--- config.mk ---
export PLATFORM = sky130hd
export DESIGN_NAME = mdu_hilo
export DESIGN_NICKNAME = d
export VERILOG_FILES = /design/src/rtl/mdu_hilo.sv
export SDC_FILE = /design/constraint.sdc
export NUM_CORES = 1
export LEC_CHECK = 0
export BUFFER_PORTS_ARGS = -buffer_cell sky130_fd_sc_hd__buf_2
export CAP_MARGIN = 0
export CORE_MARGIN = 2
export CORE_UTILIZATION = 35
export CTS_CLUSTER_SIZE = 12
export DETAILED_ROUTE_END_ITERATION = 7
export SETUP_SLACK_MARGIN = 0.3
export SLEW_MARGIN = 20
export SYNTH_ARGS = -nofsm -noshare
export SYNTH_HDL_FRONTEND = slang
export SYNTH_SLANG_ARGS = --single-unit
--- constraint.sdc ---
create_clock -name clk -period 14.8 [get_ports clk]
set_clock_uncertainty 0.2 [all_clocks]
set_input_delay 2.96 -clock clk [delete_from_list [all_inputs] [get_ports clk]]
set_output_delay 2.96 -clock clk [all_outputs]
set_load 0.03 [all_outputs]
--- src/rtl/mdu_hilo.sv ---
// Multi-cycle multiply/divide unit with architectural HI/LO registers.
// Shift-add multiply and restoring divide on magnitudes, sign fixup in FIX.
module mdu_hilo #(
    parameter int WIDTH = 32,
    parameter int CNT_W = 6
) (
    input  logic             clk,
    input  logic             rst,
    input  logic             start,
    input  logic [1:0]       op,
    input  logic [WIDTH-1:0] rs_data,
    input  logic [WIDTH-1:0] rt_data,
    input  logic             hi_we,
    input  logic             lo_we,
    input  logic [WIDTH-1:0] wdata,
    output logic             busy,
    output logic             done,
    output logic [WIDTH-1:0] hi,
    output logic [WIDTH-1:0] lo
);

    typedef enum logic [1:0] {S_IDLE, S_RUN, S_FIX} state_t;

    state_t             state_q;
    logic               is_div_q;
    logic               neg_q;
    logic               rneg_q;
    logic               divz_q;
    logic [WIDTH-1:0]   b_q;
    logic [WIDTH-1:0]   rsraw_q;
    logic [2*WIDTH-1:0] acc_q;
    logic [CNT_W-1:0]   cnt_q;
    logic [WIDTH-1:0]   hi_q;
    logic [WIDTH-1:0]   lo_q;
    logic               busy_q;
    logic               done_q;

    logic               rs_neg;
    logic               rt_neg;
    logic [WIDTH-1:0]   rs_mag;
    logic [WIDTH-1:0]   rt_mag;
    logic [WIDTH:0]     mul_sum;
    logic [WIDTH:0]     div_sh;
    logic [WIDTH:0]     div_diff;
    logic [2*WIDTH-1:0] step_d;
    logic [2*WIDTH-1:0] prod_fix;
    logic [WIDTH-1:0]   quo_fix;
    logic [WIDTH-1:0]   rem_fix;

    always_comb begin
        rs_neg = op[0] & rs_data[WIDTH-1];
        rt_neg = op[0] & rt_data[WIDTH-1];
        rs_mag = rs_neg ? -rs_data : rs_data;
        rt_mag = rt_neg ? -rt_data : rt_data;
    end

    // acc holds {partial, multiplier} for MUL and {remainder, dividend} for DIV
    always_comb begin
        mul_sum  = {1'b0, acc_q[2*WIDTH-1:WIDTH]}
                 + {1'b0, (acc_q[0] ? b_q : {WIDTH{1'b0}})};
        div_sh   = {acc_q[2*WIDTH-1:WIDTH], acc_q[WIDTH-1]};
        div_diff = div_sh - {1'b0, b_q};
        if (!is_div_q)
            step_d = {mul_sum, acc_q[WIDTH-1:1]};
        else if (div_diff[WIDTH])
            step_d = {div_sh[WIDTH-1:0], acc_q[WIDTH-2:0], 1'b0};
        else
            step_d = {div_diff[WIDTH-1:0], acc_q[WIDTH-2:0], 1'b1};
    end

    always_comb begin
        prod_fix = neg_q ? -acc_q : acc_q;
        quo_fix  = neg_q ? -acc_q[WIDTH-1:0] : acc_q[WIDTH-1:0];
        rem_fix  = rneg_q ? -acc_q[2*WIDTH-1:WIDTH]
                          : acc_q[2*WIDTH-1:WIDTH];
    end

    always_ff @(posedge clk or posedge rst) begin
        if (rst) begin
            state_q  <= S_IDLE;
            is_div_q <= 1'b0;
            neg_q    <= 1'b0;
            rneg_q   <= 1'b0;
            divz_q   <= 1'b0;
            b_q      <= '0;
            rsraw_q  <= '0;
            acc_q    <= '0;
            cnt_q    <= '0;
            hi_q     <= '0;
            lo_q     <= '0;
            busy_q   <= 1'b0;
            done_q   <= 1'b0;
        end else begin
            done_q <= 1'b0;
            unique case (state_q)
                S_IDLE: begin
                    if (start) begin
                        is_div_q <= op[1];
                        neg_q    <= rs_neg ^ rt_neg;
                        rneg_q   <= rs_neg;
                        divz_q   <= op[1] & (rt_data == '0);
                        rsraw_q  <= rs_data;
                        b_q      <= op[1] ? rt_mag : rs_mag;
                        acc_q    <= {{WIDTH{1'b0}},
                                     (op[1] ? rs_mag : rt_mag)};
                        cnt_q    <= '0;
                        busy_q   <= 1'b1;
                        state_q  <= S_RUN;
                    end else begin
                        if (hi_we) hi_q <= wdata;
                        if (lo_we) lo_q <= wdata;
                    end
                end
                S_RUN: begin
                    acc_q <= step_d;
                    cnt_q <= cnt_q + 1'b1;
                    if (cnt_q == CNT_W'(WIDTH-1))
                        state_q <= S_FIX;
                end
                S_FIX: begin
                    if (!is_div_q) begin
                        hi_q <= prod_fix[2*WIDTH-1:WIDTH];
                        lo_q <= prod_fix[WIDTH-1:0];
                    end else if (divz_q) begin
                        hi_q <= rsraw_q;
                        lo_q <= {WIDTH{1'b1}};
                    end else begin
                        hi_q <= rem_fix;
                        lo_q <= quo_fix;
                    end
                    done_q  <= 1'b1;
                    busy_q  <= 1'b0;
                    state_q <= S_IDLE;
                end
                default: state_q <= S_IDLE;
            endcase
        end
    end

    assign busy = busy_q;
    assign done = done_q;
    assign hi   = hi_q;
    assign lo   = lo_q;

endmodule

**Yosys cells after proc, flatten, opt, wreduce, memory -nomap -nowiden**

Cells that the tools add are included.

- Bitwise logic cells: 4
- Equal/unequal tests: 8
- $lt $le $gt $ge: 0
- Div/mod/pow operators: 0
- $mul: 0
- Shifts and indexed selects: 0
- Muxes and demuxes: 30
- Reduce and logical (&&, ||, !) cells: 10
- Add/subtract/negate cells: 8

Operators by type and width:

| cell | count |
|---|---|
| $mux W32 | 15 |
| $mux W64 | 4 |
| $neg A32 Y32 | 4 |
| $pmux W32 S2 | 2 |
| $pmux W64 S2 | 1 |
| $neg A64 Y64 | 1 |
| $add A32 B32 Y33 | 1 |
| $sub A33 B32 Y33 | 1 |
| $logic_not A32 Y1 | 1 |
| $pmux W6 S2 | 1 |
| $ne A2 B2 Y1 const B | 5 |
| $reduce_and A2 Y1 | 4 |
| $add A6 B1 Y6 const B | 1 |
| $eq A6 B5 Y1 const B | 1 |
| $mux W6 | 1 |
| $reduce_and A3 Y1 | 2 |
| $mux W2 | 2 |
| $pmux W2 S2 | 1 |
| $reduce_bool A2 Y1 | 2 |
| $and A1 B1 Y1 | 3 |
| $eq A2 B1 Y1 const B | 1 |
| $eq A2 B2 Y1 const B | 1 |
| $logic_not A2 Y1 | 1 |
| $mux W1 | 2 |
| 2 further kinds | 2 |

- Memory bits (read-only): 0
- Input port bits: 103
- RAM bits: 0
- Word-level logic and storage cells: 73
- Bits in latches: 0
- Memories kept: 0
- Register bits after elaboration: 206
- Output and inout bits: 66

**Longest topological paths before layout**

- Depth after elaboration: 5
- Gate-level depth with buffers: 15
- Mapped depth without buffers: 13

**Worst setup path after synthesis**

Ideal clock, no wire load.

- Kind: input port to flip-flop
- Start point: input rt_data[13]
- End point: register acc_q[29]
- Path slack: 9.176 ns
- Data required time: 14.474 ns
- Stages: 8
- Buffers on the path: 0
- Setup time: 0.126 ns
- Arrival time: 5.298 ns
- Path through: or4_1 or4_1 nor4b_2 nand2_1 o31ai_1 xor2_1 mux2i_1 a221o_1

- Word-level cells in the longest chain between the ends: 5

RTL lines:

| what | line | source |
|---|---|---|
| start: declaration | 12 | `input logic [WIDTH-1:0] rt_data,` |
| $neg A32 Y32 | 54 | `rt_mag = rt_neg ? -rt_data : rt_data;` |
| $mux W32 | 54 |  |
| $mux W32 | 105 | `(op[1] ? rs_mag : rt_mag)};` |
| $mux W64 | 97 | `if (start) begin` |
| $pmux W64 S2 | 95 | `unique case (state_q)` |
| end signal: assignment | 104 | `acc_q <= {{WIDTH{1'b0}},` |
| end signal: assignment | 115 | `acc_q <= step_d;` |
| end: declaration | 31 | `logic [2*WIDTH-1:0] acc_q;` |

Every way passes these cells. The select of a mux whose other input is x is not followed.
A chain may end at the register's enable or synchronous reset.

**Worst setup path in the final report**

- Start point: input rs_data[17]
- End point: register acc_q[29]

- Word-level cells in the longest chain between the ends: 5

RTL lines:

| what | line | source |
|---|---|---|
| start: declaration | 11 | `input logic [WIDTH-1:0] rs_data,` |
| $neg A32 Y32 | 53 | `rs_mag = rs_neg ? -rs_data : rs_data;` |
| $mux W32 | 53 |  |
| $mux W32 | 105 |  |
| $mux W64 | 97 |  |
| $pmux W64 S2 | 95 |  |

Every way passes these cells. The select of a mux whose other input is x is not followed.

==> flow_summary.toml <==
[flow_run]
max_cap_viol_count = 0

[place]
preCtsSetupSlack_ns = 8.71
dp_cells = 2831
port_buffers = 168
finalWeightedCongestion = 0.935
dp_hpwl_mm = 50.2

[timing]
worst_slack_ns = 9.17
clock.fmax_mhz = 178
finalHoldViolCount = 0
slew_viol_final = 0
worst_pin_slew_ns = 1.02
setup_tns_ns = 0
fin_crit_ns = 5.63
relSlewSlack = 0.315
period_share = 0.380
rsz0062_at_grt = "no"
setup_viol = 0

[worst_setup_path]
required_ns = 15.02
r2r_start = "acc_q[31]"
crit_path_max_fanout = 6
cp_top_family = "simple AND/OR/NAND/NOR gates"
crit_path_cell_trace = "buf_2 > or4_1 > or3_1 > nor4_2 > nand2_1 > o21ai_0 > xor2_1 > mux2i_1 > a221o_1"
slowest_stage = "nor4_2"
start_kind = "input pin"
reg2reg_slack_ns = 9.73
arrival_ns = 5.85
cpPeakStageDelay_ns = 0.61
critPathBufInv = 1
crit_cells = 9
worstSetupPathType = "in2reg"
r2r_end = "acc_q[53]"
crit_path_end_kind = "flop"
reg2reg_depth = 13

[layout]
num-nets-final = 2416
fill_cells = 4881
finalNonFillerCells = 2873
drive_gt1_frac = 0.121
regArea_um2 = 5160
synthToLayoutAreaGrowth_pct = 12.4
multi_input_area_um2 = 10900
insertedDiodeCount = 0

[cts]
cts.sinks = 206
cts_hold_buf = 0
cts_max_level = 1
cts_tree = "yes"
cts_resized = 0
numCtsBuffers = 24
path_clk_slew_ns = 0.06
postCtsSetupRepairBufs = 0
clockRootBuffer = "clkbuf_16"
clockBufferDepth = 3
clk_latency_ns = 0.55

[die]
die-area_um2 = 50000
pin_count = 169
dieHeight_um = 224
chipWidth_um = 224
coreArea_um2 = 47600
start_util = 0.354
row_count = 80

[pwr]
p_per_area_nw_per_um2 = 263
fin_total_pwr_w = 0.00499
vdd.ir_drop.worst_uv = 145
p_leak_nw = 8.30

[hold_path]
hold_end = "hi[27]"
hold_class = "reg2reg"
whs_path_depth = 2
holdCritStartpoint = "hi[27]"

[logic_synthesis]
yosys_warnings = 0
synth-async-reset-ratio = 1.00
synth_area_leaders = "dfrtp_1, nand2_1, o21ai_0, xnor2_1, ha_1"
syn-num-nets = 2352
ys_seq_elements = 206
yosysUniqueCellTypes = 75
synth_common_cells = "nand2_1, o21ai_0, dfrtp_1"
yosysSeqAreaShare = 0.306
synth-edff-count = 0
synthFlopType = "dfrtp_1"
yosysMostFrequentCell = "nand2_1"
syn_inst = 2178
syn_area_per_cell_um2 = 7.74
yosysTopAreaCellShare = 0.306
syn_area_um2 = 16900
yosys.area.top_type = "dfrtp_1"

[detailed_routing]
postRouteAntennaNets = 0
viasPerCell = 5.98
avgRoutedWirePerCell_um = 22.7
drc = 0
vias = 17200
drt_iter0_markers = 2184
routed_wl_mm = 65.3
firstDrtPassIters = 8

[global_routing]
overflow = 0
antenna_found_initial = 1
grt_max_degree = 92
grt_pass1_wl_mm = 98.9
grt_pass1_vias = 15800
grt_use_total = 0.256

[run_status]
outcome = "finished clean"
## cell families (layout without fill, tap and decap cells)
logic type,after synthesis,after routing,share of synthesized area
compound gates,710,710,0.259
buf+inv,218,298,0.0494
mux,75,75,0.0450
xor+xnor,186,186,0.0966
fa+ha+maj,71,71,0.0536
simple gates,712,712,0.191
flops,206,206,0.306
## registers in the layout, summed over array words and instances (netlist names)
register,flops
acc_q,64
b_q,32
busy,1
cnt_q,6
divz_q,1
done,1
hi,32
is_div_q,1
lo,32
neg_q,1
rneg_q,1
rsraw_q,32
state_q,2
## worst register-to-register path, stage by stage (launching register included)
cell       delay (ns)
dfrtp_1          0.71
inv_1            0.34
ha_1             0.31
fa_1             0.38
nand2b_1         0.20
a21oi_1          0.40
o2111ai_1        0.28
and3_1           0.32
o221ai_1         0.45
xor2_4           0.16
buf_4            0.51
mux2_2           0.43
a22oi_1          0.15
o21ai_0          0.11
## layer usage
layer	track usage	vias up	routed length, µm
met3	0.0602	115	6540
li1	-	7929	-
met4	0.0630	0	1810
met1	0.371	8253	29500
met5	0	-	0
met2	0.384	881	27400
## final cells by class
cell class / count / share of cell area
Multi-Input combinational cell: 1754 / 0.577
Sequential cell: 206 / 0.272
Timing Repair Buffer: 189 / 0.0528
Tap cell: 615 / 0.0406
Clock buffer: 38 / 0.0403
Inverter: 67 / 0.0137
Clock inverter: 4 / 0.00369
## worst max-delay path by stage
stage / start / endpoint / slack (ns)
floorplan: rst / acc_q[0] / 6.02
global placement: rs_data[17] / acc_q[29] / 8.76
detailed placement: rs_data[17] / acc_q[29] / 8.71
CTS: rs_data[17] / acc_q[29] / 9.26
global route: rs_data[17] / acc_q[29] / 9.04
finish: rs_data[17] / acc_q[29] / 9.17
## layout by cell type, fill, tap and decap left out, drive strengths merged, types with 38 or more instances in the layout
cell    instances
o21ai         253
nand2         346
a21oi         165
clkbuf         38
xnor2         106
xor2           80
buf           189
dfrtp         206
nor2          174
ha             69
inv            66
mux2i          69
## per-stage QoR
step	util	area, µm²	hold slack (ns)
floorplan	-	16900	0.240
global placement	0.380	18100	0.253
detailed placement	0.380	18100	0.265
CTS	0.398	19000	0.278
global route	0.398	19000	0.300
finish	0.398	19000	0.272
## power by group
group	total (W)	switching [W]	internal, W
sequential	0.00127	0.000444	0.000827
combinational	0.00308	0.00189	0.00119
clock	0.000638	0.000252	0.000386
No activity file was read; power rests on OpenSTA's default activity.
